[src/rtl/vga_scan_gen.sv]
// vga_scan_gen: raster scan generator for 640x480@60 from a 50 MHz clock with sync, blank and frame/line pulses
module vga_scan_gen #(
    parameter int H_VISIBLE = 640,
    parameter int H_FRONT   = 16,
    parameter int H_SYNC    = 96,
    parameter int H_BACK    = 48,
    parameter int V_VISIBLE = 480,
    parameter int V_FRONT   = 10,
    parameter int V_SYNC    = 2,
    parameter int V_BACK    = 33
) (
    input  logic       Clk,
    input  logic       Reset,
    output logic       pix_en,
    output logic [9:0] DrawX,
    output logic [9:0] DrawY,
    output logic       VGA_HS,
    output logic       VGA_VS,
    output logic       VGA_BLANK_N,
    output logic       VGA_SYNC_N,
    output logic       line_end,
    output logic       frame_start
);
    localparam logic [9:0] H_VIS    = 10'(H_VISIBLE);
    localparam logic [9:0] H_LAST   = 10'(H_VISIBLE + H_FRONT + H_SYNC + H_BACK - 1);
    localparam logic [9:0] HS_START = 10'(H_VISIBLE + H_FRONT);
    localparam logic [9:0] HS_END   = 10'(H_VISIBLE + H_FRONT + H_SYNC);
    localparam logic [9:0] V_VIS    = 10'(V_VISIBLE);
    localparam logic [9:0] V_LAST   = 10'(V_VISIBLE + V_FRONT + V_SYNC + V_BACK - 1);
    localparam logic [9:0] VS_START = 10'(V_VISIBLE + V_FRONT);
    localparam logic [9:0] VS_END   = 10'(V_VISIBLE + V_FRONT + V_SYNC);

    logic       r_pix_en;
    logic [9:0] r_x;
    logic [9:0] r_y;
    logic       r_hs;
    logic       r_vs;
    logic       r_blank_n;
    logic       r_line_end;
    logic       r_frame_start;
    logic       w_pix_en;
    logic       w_x_last;
    logic       w_y_last;
    logic [9:0] w_x;
    logic [9:0] w_y;

    // next scan position: counters move only on cycles where the pixel enable is high
    always_comb begin
        w_pix_en = ~r_pix_en;
        w_x_last = (r_x == H_LAST);
        w_y_last = (r_y == V_LAST);
        w_x      = r_pix_en ? (w_x_last ? '0 : r_x + 10'd1) : r_x;
        w_y      = (r_pix_en && w_x_last) ? (w_y_last ? '0 : r_y + 10'd1) : r_y;
    end

    // sync, blank and pulses are decoded from the next position so they line up with DrawX/DrawY
    always_ff @(posedge Clk) begin
        if (Reset) begin
            r_pix_en      <= 1'b0;
            r_x           <= '0;
            r_y           <= '0;
            r_hs          <= 1'b1;
            r_vs          <= 1'b1;
            r_blank_n     <= 1'b1;
            r_line_end    <= 1'b0;
            r_frame_start <= 1'b0;
        end else begin
            r_pix_en      <= w_pix_en;
            r_x           <= w_x;
            r_y           <= w_y;
            r_hs          <= !(w_x >= HS_START && w_x < HS_END);
            r_vs          <= !(w_y >= VS_START && w_y < VS_END);
            r_blank_n     <= (w_x < H_VIS) && (w_y < V_VIS);
            r_line_end    <= w_pix_en && (w_x == H_LAST);
            r_frame_start <= r_pix_en && w_x_last && w_y_last;
        end
    end

    assign pix_en      = r_pix_en;
    assign DrawX       = r_x;
    assign DrawY       = r_y;
    assign VGA_HS      = r_hs;
    assign VGA_VS      = r_vs;
    assign VGA_BLANK_N = r_blank_n;
    assign VGA_SYNC_N  = 1'b0;
    assign line_end    = r_line_end;
    assign frame_start = r_frame_start;
endmodule

[config.mk]
export PLATFORM = sky130hd
export DESIGN_NAME = vga_scan_gen
export DESIGN_NICKNAME = d
export VERILOG_FILES = /design/src/rtl/vga_scan_gen.sv
export SDC_FILE = /design/constraint.sdc
export NUM_CORES = 1
export LEC_CHECK = 0
export BUFFER_PORTS_ARGS = -buffer_cell sky130_fd_sc_hd__clkbuf_2
export CAP_MARGIN = 20
export CORE_MARGIN = 2
export CORE_UTILIZATION = 54
export DETAILED_ROUTE_END_ITERATION = 10
export PLACE_DENSITY_LB_ADDON = 0.3
export RECOVER_POWER = 25
export SETUP_SLACK_MARGIN = 0.05
export SLEW_MARGIN = 20
export SYNTH_ARGS = -nofsm -noshare
export SYNTH_HDL_FRONTEND = slang
export SYNTH_SLANG_ARGS = --single-unit
export TNS_END_PERCENT = 50
[constraint.sdc]
create_clock -name Clk -period 2.25 [get_ports Clk]
set_input_delay 0.1125 -clock Clk [delete_from_list [all_inputs] [get_ports Clk]]
set_output_delay 0.1125 -clock Clk [all_outputs]
set_load 0.005 [all_outputs]
======== Yosys cells after proc, flatten, opt, wreduce, memory -nomap -nowiden ========
Cells that the tools add are included.
operators by class
  $add $sub $neg .......................... 2
  magnitude comparators ................... 6
  equality and inequality tests ........... 3
  muxes and demuxes ....................... 4
  bitwise gates (word level) .............. 1
  reduce and logical (&&, ||, !) cells .... 8
operators by type and width
  operator                 number
  $mux W10                 4
  $eq A10 B10 Y1 const B   3
  $add A10 B1 Y10 const B  2
  $lt A10 B10 Y1 const B   2
  $lt A10 B9 Y1 const B    2
  $ge A10 B10 Y1 const B   1
  $ge A10 B9 Y1 const B    1
  $logic_and A1 B1 Y1      6
  $logic_not A1 Y1         2
  $not A1 Y1               1
storage, ports and cells
  bits in registers ....................... 26
  bits of input ports ..................... 2
  output and inout port bits .............. 27
  word-level logic and storage cells ...... 32

======== Longest topological paths before layout ========
  depth in word-level cells ............... 6
  gate-level depth with buffers ........... 9
  gate-level depth less buffers ........... 8

======== Least setup slack after synthesis ========
Ideal clock, no wire load.
  path type ............................... reg-to-reg
  start ................................... register r_x[5] (netlist: DrawX[5])
  end ..................................... register r_vs (netlist: VGA_VS)
  library setup time ...................... 0.131 ns
  data arrival time ....................... 1.747 ns
  setup slack ............................. 0.372 ns
  stages on the path, launching flop included .. 9
  period minus slack after synthesis ...... 1.878 ns
  path through ............................ dfxtp_1 > buf_2 > or3_4 > nor4_4 > and2_1 > buf_4 > nand3_1 > a211oi_2 > nand4_1
on the way
  cells in the longest elaborated chain, start to end .. 6
ends and longest elaborated chain
  element                                                line  source
  start: declaration                                     34    logic [9:0] r_x;
  start signal: assignment                               69    r_x <= w_x;
  $eq A10 B10 Y1 *                                       50    w_x_last = (r_x == H_LAST);
  $logic_and A1 B1 Y1 *                                  53    w_y = (r_pix_en && w_x_last) ? (w_y_last ? '0 : r_y + 10'd1) : r_y;
  $mux W10 *                                             53
  $ge A10 B9 Y1 / $lt A10 B9 Y1 (equally long branches)  72    r_vs <= !(w_y >= VS_START && w_y < VS_END);
  $logic_and A1 B1 Y1 *                                  72
  $logic_not A1 Y1 *                                     72
  end signal: assignment                                 72
  end: declaration                                       37    logic r_vs;
Every way passes the cells marked *; elsewhere a longest branch is shown, timed or not.
A chain may end at the register's enable or synchronous reset.

======== Worst setup path after layout ========
  start ................................... register r_x[0] (netlist: DrawX[0])
  end ..................................... register r_blank_n (netlist: VGA_BLANK_N)
on the way
  cells in the longest elaborated chain, start to end .. 5
ends and longest elaborated chain
  element                                                   line    source
  $add A10 B1 Y10 / $eq A10 B10 Y1 (equally long branches)  52, 50
  $mux W10 / $logic_and A1 B1 Y1 (equally long branches)    52, 53
  $mux W10, on equally long branches                        52, 53
  $lt A10 B10 Y1 / $lt A10 B9 Y1 (equally long branches)    73      r_blank_n <= (w_x < H_VIS) && (w_y < V_VIS);
  $logic_and A1 B1 Y1 *                                     73
  end signal: assignment                                    73
  end: declaration                                          38      logic r_blank_n;
Marked as above.

==> out/metrics.yaml <==
setup_path:
  reg2reg_depth: 7
  cp_num_cells: 7
  worst-path-buf-inv: 0
  path_class: "flip-flop to flip-flop"
  cp_slowest_cell: "dfxtp_1"
  r2r-end: "VGA_BLANK_N$_SDFF_PP1_"
  startpoint: "DrawX[0]$_SDFF_PP0_"
  rrSetupSlack_ns: 0.19
  critPathCaptureType: "flip-flop"
  slowest_delay_ns: 0.43
  cp-start-kind: "flip-flop"
  crit_fanout: 6
  path_common_cell: "a31oi_1"
  rr_startpoint: "DrawX[0]$_SDFF_PP0_"
  cp_cell_sequence: "ha_1, and4_1, nand4_1, o21bai_1, a22oi_1, a31oi_1, a31oi_1"
  crit_arrival_ns: 2.31
  worst_path_dominant_cell_family: "compound AO/OA/AOI/OAI gates"
  cp-endpoint: "VGA_BLANK_N$_SDFF_PP1_"
  cp.required_ns: 2.50
yosys:
  ys_seq_elements: 26
  synth_xor_area_share_pct: 6.108
  synthDistinctLibCells: 43
  syn_inst: 182
  yosys.area.top_type: "dfxtp_1"
  synth-edff-count: 0
  ys.flop_type: "dfxtp_1"
  synthSimpleGateAreaFrac_pct: 31.85
  seq_area_frac_synth_pct: 36.30
  synth_area_leaders: "dfxtp_1 36%, nor2_1 6.3%, xnor2_1 5.5%, nand2_1 5.0%, nand3_1 3.8%"
  syn_area_per_cell_um2: 7.878
  synth_top_family_by_area: "simple AND/OR/NAND/NOR gates"
  synth_compound_area_share_pct: 15.10
  muxShareOfSynthArea_pct: 1.396
  synth_top_area_share_pct: 36.30
  synthAdderAreaFrac_pct: 2.618
  syn_area_mm2: 0.001434
  yosysWarnings: 0
  syn_nets: 187
  synth-async-reset-ratio_pct: 0
pwr:
  p_comb_share_pct: 3.3
  finalPower_w: 0.0006846
  p_int_w: 0.0005369
  powerDensity_mw_per_mm2: 426.1
  switching_share_pct: 21.58
  p_seq_share_pct: 69.1
  leakage_nw: 0.5788
  ir_drop_mv: 0.4984
  power.share.clock_pct: 27.6
  power_switching_w: 0.0001477
worst_hold_path:
  hp-class: "input pin to flip-flop"
  whs_path_depth: 2
  worstHoldStart: "Reset"
clock_tree:
  path_clk_slew_ns: 0.13
  clkLatencyLatePin_ns: 0.32
  numCtsBuffers: 3
  clockRootBuffer: "clkbuf_4"
  clock-sinks: 26
  htreeDepth: 1
  cts_tree: "built"
  clock_path_buffers: 2
detailed_routing:
  vias: 1420
  drt_iter0_drc: 76
  post_drt_wl_per_cell_um: 14.10
  first_pass_iters: 4
  drc: 0
  avgViaCountPerCell: 6.017
  ant_nets: 0
  wl_mm: 3.328
floorplan:
  die_w_um: 55.53
  dieArea_mm2: 0.003084
  start_util_pct: 57.36
  die_y_um: 55.53
  coreArea_mm2: 0.002500
  io_pins: 29
  rows: 18
timing:
  hold_violations: 0
  finalSetupViolCount: 0
  clock.fmax_ghz: 0.4866
  min_period_ns: 2.055
  fin_worst_skew_ns: 0.009722
  setup_tns_ns: 0
  finalCritPeriodShare_pct: 91.34
  slew_violations: 0
  rsz0062_at_grt: "true"
finish:
  nets: 213
  multi_input_area_um2: 823.3
  layout-drive-gt1-share_pct: 18.45
  diodes: 0
  final_common_cell: "dfxtp_1"
  syn2layout_area_growth_pct: 12.04
  seqCellArea_um2: 521.8
  fillers: 216
  mostFrequentLayoutCells: "25 x dfxtp_1, 24 x nor2_1, 23 x clkbuf_2, 19 x nand2_1, 11 x nand3_1"
place:
  portBuffers: 27
  dp_hpwl_mm: 2.439
  place.gp.congestion: 0.9432
global_routing:
  grt_pass1_vias: 1205
  grt_pass1_wl_mm: 5.347
  grt_max_degree: 21
  antenna_found_initial: 0
  overflow: 0
  grt_use_total_pct: 20.90
status:
  outcome: "finished, final reports clean"
run:
  cap_violations: 0
stage by stage:
stage | cells | hold slack, ns | area (um^2) | utilization, % | setup WS [ns]
after CTS | 235 | 0.2330 | 1602 | 64.06 | 0.1412
after detailed placement | 232 | 0.4827 | 1579 | 63.16 | 0.1659
after global placement | 232 | 0.4851 | 1579 | 63.16 | 0.2013
after floorplan | 182 | 0.1923 | 1434 | - | 0.3717
after global routing | 236 | 0.2643 | 1607 | 64.26 | 0.03441
final | 236 | 0.2407 | 1607 | 64.26 | 0.1949
sequential cells by signal, summed over array words and instances (netlist names):
register / count
VGA_VS: 1
pix_en: 1
VGA_HS: 1
line_end: 1
DrawY: 10
DrawX: 10
frame_start: 1
VGA_BLANK_N: 1
metal layers:
metal / track usage [%] / share of wire (%)
met1: 29.20 / 46
met4: 4.530 / 0.39
met5: 0 / 0
met3: 4.918 / 7.7
met2: 32.82 / 46
Yosys cell counts, drive strengths merged (3+ instances only):
cell type / count
a21oi: 7
a22oi: 4
a31oi: 4
buf: 7
clkbuf: 5
dfxtp: 26
ha: 3
inv: 7
nand2: 19
nand3: 11
nand4: 7
nor2: 24
nor3: 7
nor4: 3
o21ai: 7
or3: 5
xnor2: 9
cell families (layout without fill, tap and decap cells):
family          Yosys count  count (layout)
simple gates             88              88
compound gates           33              33
flops                    26              26
buf+inv                  19              43
xor+xnor                 10              10
fa+ha+maj                 3               3
mux                       2               2
other cells               1               1
area by class of cell:
class,count,area share [%]
sequential,26,32.48
timing repair buffer,33,10.90
tap,30,2.336
inverter,7,1.636
multi-input combinational,137,51.25
clock buffer,3,1.402
power by group through the flow:
stage          sequential [W]  clock, W  combinational [W]
6_report             0.000473  0.000189          0.0000225
3_5_place_dp         0.000483         0          0.0000229
2_1_floorplan        0.000480         0          0.0000187
3_3_place_gp         0.000482         0          0.0000228
4_1_cts              0.000473  0.000195          0.0000231
5_1_grt              0.000475  0.000210          0.0000260
how the worst min path moves through the flow:
stage,end,slack [ns]
final,DrawY[7]$_SDFF_PP0_,0.24
after global routing,pix_en$_SDFF_PP0_,0.26
after CTS,DrawY[7]$_SDFF_PP0_,0.23
after detailed placement,frame_start,0.48
after global placement,VGA_BLANK_N,0.49
after floorplan,DrawX[7]$_SDFF_PP0_,0.19
what timing repair did:
item / 4_1_cts / 5_1_grt
hold buffers: 0 / 0
resized for setup: 0 / 2
setup buffers: 0 / 1
endpoints found under the setup margin: 0 / 3
(Power assumes the default switching activity.)
